<file path="src/rtl/pixel_packer.sv">
// pixel_packer: assembles R/G/B colour-phase bytes into 24-bit pixels, tracks
// pixel/line position and generates registered hsync/vsync pulses.
module pixel_packer #(
  parameter int unsigned HSYNC_W = 4,
  parameter int unsigned VSYNC_W = 2
) (
  input  logic        clk,
  input  logic        reset,
  input  logic [7:0]  pix_in,
  input  logic        sel_r,
  input  logic        sel_g,
  input  logic        sel_b,
  input  logic        sel_blank,
  input  logic        sync_hb,
  input  logic        sync_vb,
  output logic [23:0] pix_rgb,
  output logic        pix_valid,
  output logic        blank_out,
  output logic        hsync,
  output logic        vsync,
  output logic [9:0]  px_cnt,
  output logic [9:0]  line_cnt,
  output logic        err_seq
);

  localparam int unsigned CNT_W   = 10;
  localparam int unsigned PULSE_W = 4;
  localparam logic [CNT_W-1:0] CNT_MAX = CNT_W'(1023);

  typedef enum logic [1:0] {PH_R, PH_G, PH_B} phase_t;

  phase_t             state, state_n;
  logic               blank_mode, blank_mode_n;
  logic [7:0]         r_q, g_q;
  logic [2:0]         nsel_c;
  logic               single_c, multi_c, sync_c, match_c;
  logic               latch_r_c, latch_g_c, emit_c, err_c;
  logic [PULSE_W-1:0] hs_cnt, vs_cnt;

  assign nsel_c   = 3'(sel_r) + 3'(sel_g) + 3'(sel_b) + 3'(sel_blank);
  assign single_c = (nsel_c == 3'd1);
  assign multi_c  = (nsel_c > 3'd1);
  assign sync_c   = sync_hb | sync_vb;

  // Phase state register
  always_ff @(posedge clk or posedge reset) begin
    if (reset) begin
      state      <= PH_R;
      blank_mode <= 1'b0;
    end else begin
      state      <= state_n;
      blank_mode <= blank_mode_n;
    end
  end

  // Next phase, strobe matching and error detection; a sync overrides any
  // strobe except that a completing strobe still emits its pixel
  always_comb begin
    state_n      = state;
    blank_mode_n = blank_mode;
    latch_r_c    = 1'b0;
    latch_g_c    = 1'b0;
    emit_c       = 1'b0;
    err_c        = 1'b0;
    case (state)
      PH_R:    match_c = sel_r | sel_blank;
      PH_G:    match_c = blank_mode ? sel_blank : sel_g;
      default: match_c = blank_mode ? sel_blank : sel_b;
    endcase
    if (single_c && match_c && (state == PH_B)) begin
      emit_c = 1'b1;
    end
    if (sync_c) begin
      state_n = PH_R;
    end else if (multi_c || (single_c && !match_c)) begin
      err_c   = 1'b1;
      state_n = PH_R;
    end else if (single_c) begin
      case (state)
        PH_R: begin
          latch_r_c    = 1'b1;
          blank_mode_n = sel_blank;
          state_n      = PH_G;
        end
        PH_G: begin
          latch_g_c = 1'b1;
          state_n   = PH_B;
        end
        default: state_n = PH_R;
      endcase
    end
  end

  // Colour byte capture and pixel output register
  always_ff @(posedge clk or posedge reset) begin
    if (reset) begin
      r_q       <= 8'h00;
      g_q       <= 8'h00;
      pix_rgb   <= 24'h0;
      pix_valid <= 1'b0;
      blank_out <= 1'b0;
      err_seq   <= 1'b0;
    end else begin
      if (latch_r_c) r_q <= pix_in;
      if (latch_g_c) g_q <= pix_in;
      pix_valid <= emit_c;
      blank_out <= emit_c & blank_mode;
      if (emit_c) pix_rgb <= blank_mode ? 24'h0 : {r_q, g_q, pix_in};
      if (err_c) err_seq <= 1'b1;
    end
  end

  // Pixel and line position counters; syncs take priority over increments
  always_ff @(posedge clk or posedge reset) begin
    if (reset) begin
      px_cnt   <= '0;
      line_cnt <= '0;
    end else begin
      if (sync_c)                          px_cnt <= '0;
      else if (emit_c && px_cnt != CNT_MAX) px_cnt <= px_cnt + CNT_W'(1);
      if (sync_vb)                            line_cnt <= '0;
      else if (sync_hb && line_cnt != CNT_MAX) line_cnt <= line_cnt + CNT_W'(1);
    end
  end

  // Sync pulse generators; a retrigger reloads the width counter
  always_ff @(posedge clk or posedge reset) begin
    if (reset) begin
      hs_cnt <= '0;
      vs_cnt <= '0;
      hsync  <= 1'b0;
      vsync  <= 1'b0;
    end else begin
      hsync <= sync_hb | (hs_cnt > PULSE_W'(1));
      vsync <= sync_vb | (vs_cnt > PULSE_W'(1));
      if (sync_hb)                hs_cnt <= PULSE_W'(HSYNC_W);
      else if (hs_cnt != '0)      hs_cnt <= hs_cnt - PULSE_W'(1);
      if (sync_vb)                vs_cnt <= PULSE_W'(VSYNC_W);
      else if (vs_cnt != '0)      vs_cnt <= vs_cnt - PULSE_W'(1);
    end
  end

endmodule

</file>
<file path="config.mk">
export PLATFORM = sky130hd
export DESIGN_NAME = pixel_packer
export DESIGN_NICKNAME = d
export VERILOG_FILES = /design/src/rtl/pixel_packer.sv
export SDC_FILE = /design/constraint.sdc
export NUM_CORES = 1
export LEC_CHECK = 0
export CAP_MARGIN = 20
export CORE_ASPECT_RATIO = 0.6
export CORE_MARGIN = 4
export CORE_UTILIZATION = 30
export CTS_BUF_LIST = sky130_fd_sc_hd__clkbuf_4 sky130_fd_sc_hd__clkbuf_8 sky130_fd_sc_hd__clkbuf_16
export DETAILED_ROUTE_END_ITERATION = 8
export SETUP_SLACK_MARGIN = 0.3
export SYNTH_ARGS = -nofsm -noshare
export SYNTH_HDL_FRONTEND = slang
export SYNTH_SLANG_ARGS = --single-unit
</file>
<file path="constraint.sdc">
create_clock -name clk -period 6.88 [get_ports clk]
set_clock_uncertainty 0.1 [all_clocks]
set_input_delay 0.688 -clock clk [delete_from_list [all_inputs] [get_ports clk]]
set_output_delay 0.688 -clock clk [all_outputs]
set_load 0.05 [all_outputs]
</file>
Word-level counts from Yosys, hierarchy flattened --
Cells that the tools add are included. Widths: inputs -> output; s select.
Word-level totals: output and inout port bits 49, flip-flop bits (word level) 76, logic and storage cells 79, input bits 16
Operators by class: bitwise operators 7, add/sub/neg operators 7, reduce and logical (&&, ||, !) cells 16, $lt $le $gt $ge 3, equal/unequal tests 5, muxes and demuxes 27
Operator list (count):
- $mux 10 | 4
- $mux 24 | 1
- $add 10x1->10 const B | 2
- $ne 10x10->1 const B | 2
- $mux 4 | 4
- $mux 1 | 13
- $gt 4x1->1 const B | 2
- $reduce_bool 2->1 | 4
- $reduce_bool 4->1 | 2
- $sub 4x1->4 const B | 2
- $mux 2 | 3
- $logic_and 1x1->1 | 5
- $or 1x1->1 | 4
- $pmux 2 s2 | 1
- $reduce_and 4->1 | 1
- $add 2x1->3 | 1
- $add 3x1->3 | 1
- $eq 3x1->1 const B | 1
- $gt 3x1->1 const B | 1
- $reduce_bool 3->1 | 1
- $add 1x1->2 | 1
- $eq 2x1->1 const B | 1
- $eq 2x2->1 const B | 1
- $logic_not 2->1 | 1
- 5 further kinds | 6

Logic depth before layout (Yosys ltp) --
depth in word-level cells 10, gate-level depth with buffers 10, mapped depth without buffers 9

Worst setup path before layout --
Ideal clock, no wire load.
path type input port to flip-flop, start in sel_r, end reg g_q[0], buffers on the path 1, cell stages on the path 9, setup slack 3.715 ns, library setup time 0.125 ns, data required time 6.655 ns, arrival time 2.940 ns, cells stage by stage fa_1 ha_1 inv_1 ha_1 nor2b_4 nand2_1 or4_1 buf_6 mux2_4
Between the ends: longest elaborated chain between the ends 8, elaborated cells between the ends (all ways) 13, classes of those cells 3 x add/sub; 1 x order compare; 1 x eq/ne; 4 x mux; 1 x bitwise; 3 x reduce/logical
Ends and longest elaborated chain:
- start, declared | RTL line 10 | input logic sel_r,
- parallel branches: the longest is 6 deep, another holds $add 2x1->3
- $mux 1 (*) | RTL line 75 | end else if (multi_c || (single_c && !match_c)) begin
- $mux 1 (*) | RTL line 73 | if (sync_c) begin
- end signal, assigned | RTL line 105 | if (latch_g_c) g_q <= pix_in;
- end, declared | RTL line 34 | logic [7:0] r_q, g_q;
Every way passes the cells marked *. A chain may end at the register's enable or synchronous reset.

Final worst setup path --
start in sel_blank, end reg g_q[3]
Between the ends: longest elaborated chain between the ends 7, elaborated cells between the ends (all ways) 13, classes of those cells 1 x add/sub; 1 x order compare; 1 x eq/ne; 6 x mux; 1 x bitwise; 3 x reduce/logical
Ends and longest elaborated chain:
- start, declared | RTL line 13 | input logic sel_blank,
- parallel branches: the longest is 5 deep, another holds $add 3x1->3
- $mux 1 (*) | RTL line 75
- $mux 1 (*) | RTL line 73
Marks and branches as above.

==> results.md <==
- Outcome: finished, final reports clean
- LEAKAGE: 1.99 nW
- Fmax: 276 MHz
- Initial core utilization: 31.3%
- Clk_lat worst skew: 330 ps
- Most common library cells after synthesis: 76 x dfrtp_1, 58 x nand2_1, 34 x o21ai_0
- Final setup viols: 0
- Worst r2r src: blank_mode
- EDFF count, synth: 0
- Biggest cell delay along the critical path: 810 ps
- Largest net degree at the start of global routing: 77
- DP HPWL: 5.73 mm
- Period utilization: 52.7%
- WP data required: 6990 ps
- Hold-critical path depth: 2
- YS warnings: 0
- RSZ-0062 raised after global routing: false
- DRC: 0
- Post-layout nets: 435
- Synth Instances: 346
- Hold buffers post-CTS: 0
- Ys flop type: dfrtp_1
- Worst setup EP type: flip-flop
- Iter 0 DRT Violations: 111
- Top-count cell post-synth: dfrtp_1
- Yosys reg bits: 76
- Number of iterations in the first detailed-routing pass: 4
- Synth Cell Area: 0.00361 mm²
- GP Congestion: 0.837
- HP Start: pix_rgb[7]
- P&R area growth vs syn: 30.2%
- GRT Total Usage: 12.2%
- Critical Path Fanout Max: 9
- Post-synthesis sequential area ratio: 52.7%
- Total CTS buffers: 9
- Pwr dens: 274 mW/mm²
- H-tree levels: 3
- CTS max path bufs: 2
- Routed vias: 2703
- Vias/cell: 4.72
- Hold Path Sink: pix_rgb[7]
- Startpoint types: primary input
- NetSw: 358 µW
- Layout cells sized above 1: 11.4%
- Flop pwr share: 41.9%
- Setup_tns: 0 ps
- CTS tree: done
- Worst slew pin tran: 983 ps
- Die H: 93.0 µm
- Root buf cell: clkbuf_16
- Post-Syn Area per Cell: 10.4 µm²
- Combinational Power Share: 18.6%
- CTS resizes: 0
- Clock power share: 39.5%
- Critical-path cell list: clkdlybuf4s50_1, fa_1, ha_1, inv_1, ha_1, nor2b_4, nand2_1, or4_1, mux2_4
- WL/cell: 14.2 µm
- Reg2Reg Depth: 4
- Sw frac: 27.8%
- Synth top area share: 52.7%
- Initial antenna violation count: 0
- Critical Path AT: 3740 ps
- Netlist cell types: 48
- Row count: 30
- Ranking of synthesized cells by area: dfrtp_1 53%, nand2_1 6.0%, o21ai_0 4.7%
- Kind of critical path: in2reg
- Slew HR: 34.4%
- Chip Width: 150 µm
- VDD IR-drop max: 0.116 mV
- Post-Place Cell Area: 0.00438 mm²
- Post-Syn Nets: 373
- Worst path depth: 9
- Vias in the first global route: 2672
- Buf/Inv on CP: 2
- IO buf count: 64
- Overflow after GRT: 0
- Clk pin slew, worst setup/hold paths: 60 ps
- Final wirelength: 8.14 mm
- Clock sinks: 76
- Final Critical Period: 3630 ps
- Ports: 65
- Crit path top cell by count: ha_1
- Int Pwr: 931 µW
- Post-synth ARST share: 100%
- Post-DRT Antenna Nets: 0
- Full die area: 0.0139 mm²
- Post-CTS Setup Bufs: 0
- Core Box Area: 0.0115 mm²
- Type of the tightest min-delay check: reg2reg
- Fin. Hold Viols: 0
- MaxCap Viol Count: 0
- Cell family with most CP delay: simple AND/OR/NAND/NOR gates
- CP max-delay cell: or4_1
- # diodes: 0
- FILL cells: 1133
- Design area: 0.00470 mm²
- Fin. max-slew vios: 0
- R2R Setup Slk: 4370 ps
- First-pass GRT wire length: 13.6 mm
- Largest area contributor in the netlist: dfrtp_1
- Worst r2r dst: g_q[3]
==> routing by layer <==
metal	vias to the layer above	part of all wire (%)	GRT usage, %	routed length [µm]
met1	1298	52	17.7	4240
met3	7	4.6	3.68	371
met4	0	1.3	3.96	104
met2	58	42	17.4	3420
met5	-	0	0	0
li1	1340	-	-	-
==> layout by cell type, fill, tap and decap left out, drive strengths merged, types with 5 or more instances in the layout <==
master and n:
nor3 9, a31oi 5, nor2 21, a21oi 10, inv 15, a211oi 5
nand4 5, ha 10, nand2 59, clkdlybuf4s50 64, clkbuf 10, dfrtp 76
o21ai 34, mux2 20, nand3 7, xnor2 6, or4 5, nor2b 5
==> power by group through the flow <==
stage / logic [mW] / clock network (mW) / registers [mW]
after floorplan: 0.167 / 0 / 0.556
after global placement: 0.235 / 0 / 0.545
after detailed placement: 0.242 / 0 / 0.549
after CTS: 0.244 / 0.527 / 0.541
after global routing: 0.272 / 0.544 / 0.549
final: 0.240 / 0.509 / 0.540
==> state kept, by name, summed over array words and instances, names as in the netlist <==
register,cells
pix_rgb,24
line_cnt,10
px_cnt,10
g_q,8
r_q,8
hs_cnt,4
vs_cnt,4
state,2
blank_mode,1
blank_out,1
err_seq,1
hsync,1
pix_valid,1
vsync,1
==> logic make-up after synthesis <==
kind of cell               count (synthesis)  synth area share [%]
muxes                                     23                  7.90
buffers and inverters                     30                  4.05
adders and majority gates                 11                  4.02
AOI/OAI and AO/OA                         68                  11.2
and+or+nand+nor                          131                  18.5
DFF                                       76                  52.7
xor gates and xnor gates                   7                  1.70
==> metrics by stage <==
stage / power (mW) / util, % / hold WS, ps / cells / setup slack, ps
6_report: 1.29 / 40.8 / 375 / 573 / 3250
5_1_grt: 1.37 / 40.8 / 407 / 573 / 3120
4_1_cts: 1.31 / 40.8 / 380 / 573 / 3270
3_5_place_dp: 0.791 / 38.0 / 367 / 557 / 2890
3_3_place_gp: 0.780 / 38.0 / 360 / 557 / 2970
2_1_floorplan: 0.723 / - / 381 / 346 / 3720
==> worst reg2reg max path, delay by kind of cell (launching register included) <==
| kind | cells | cell delay [ps] |
|---|---|---|
| muxes | 1 | 350 |
| and+or+nand+nor | 1 | 500 |
| buffers and inverters | 1 | 640 |
| DFF | 1 | 410 |
| AOI/OAI and AO/OA | 1 | 400 |
==> how the worst max path moves through the flow <==
stage	start	to	slack, ps
floorplan	sel_r	g_q[0]	3720
global placement	sel_r	g_q[5]	2970
detailed placement	sel_r	g_q[2]	2890
CTS	sel_r	g_q[1]	3270
global route	sel_blank	g_q[1]	3120
finish	sel_blank	g_q[3]	3250
==> area by class of cell <==
class / count / area (µm²) / share of cell area, %
flip-flops and latches: 76 / 1900 / 40.4
multi-input cells: 240 / 1560 / 33.2
repair buffers: 66 / 656 / 13.9
clock buffers: 10 / 239 / 5.08
well taps: 160 / 200 / 4.26
clock inverters: 6 / 86.3 / 1.84
inverters: 15 / 56.3 / 1.20
Power figures use the tool's default switching activity.
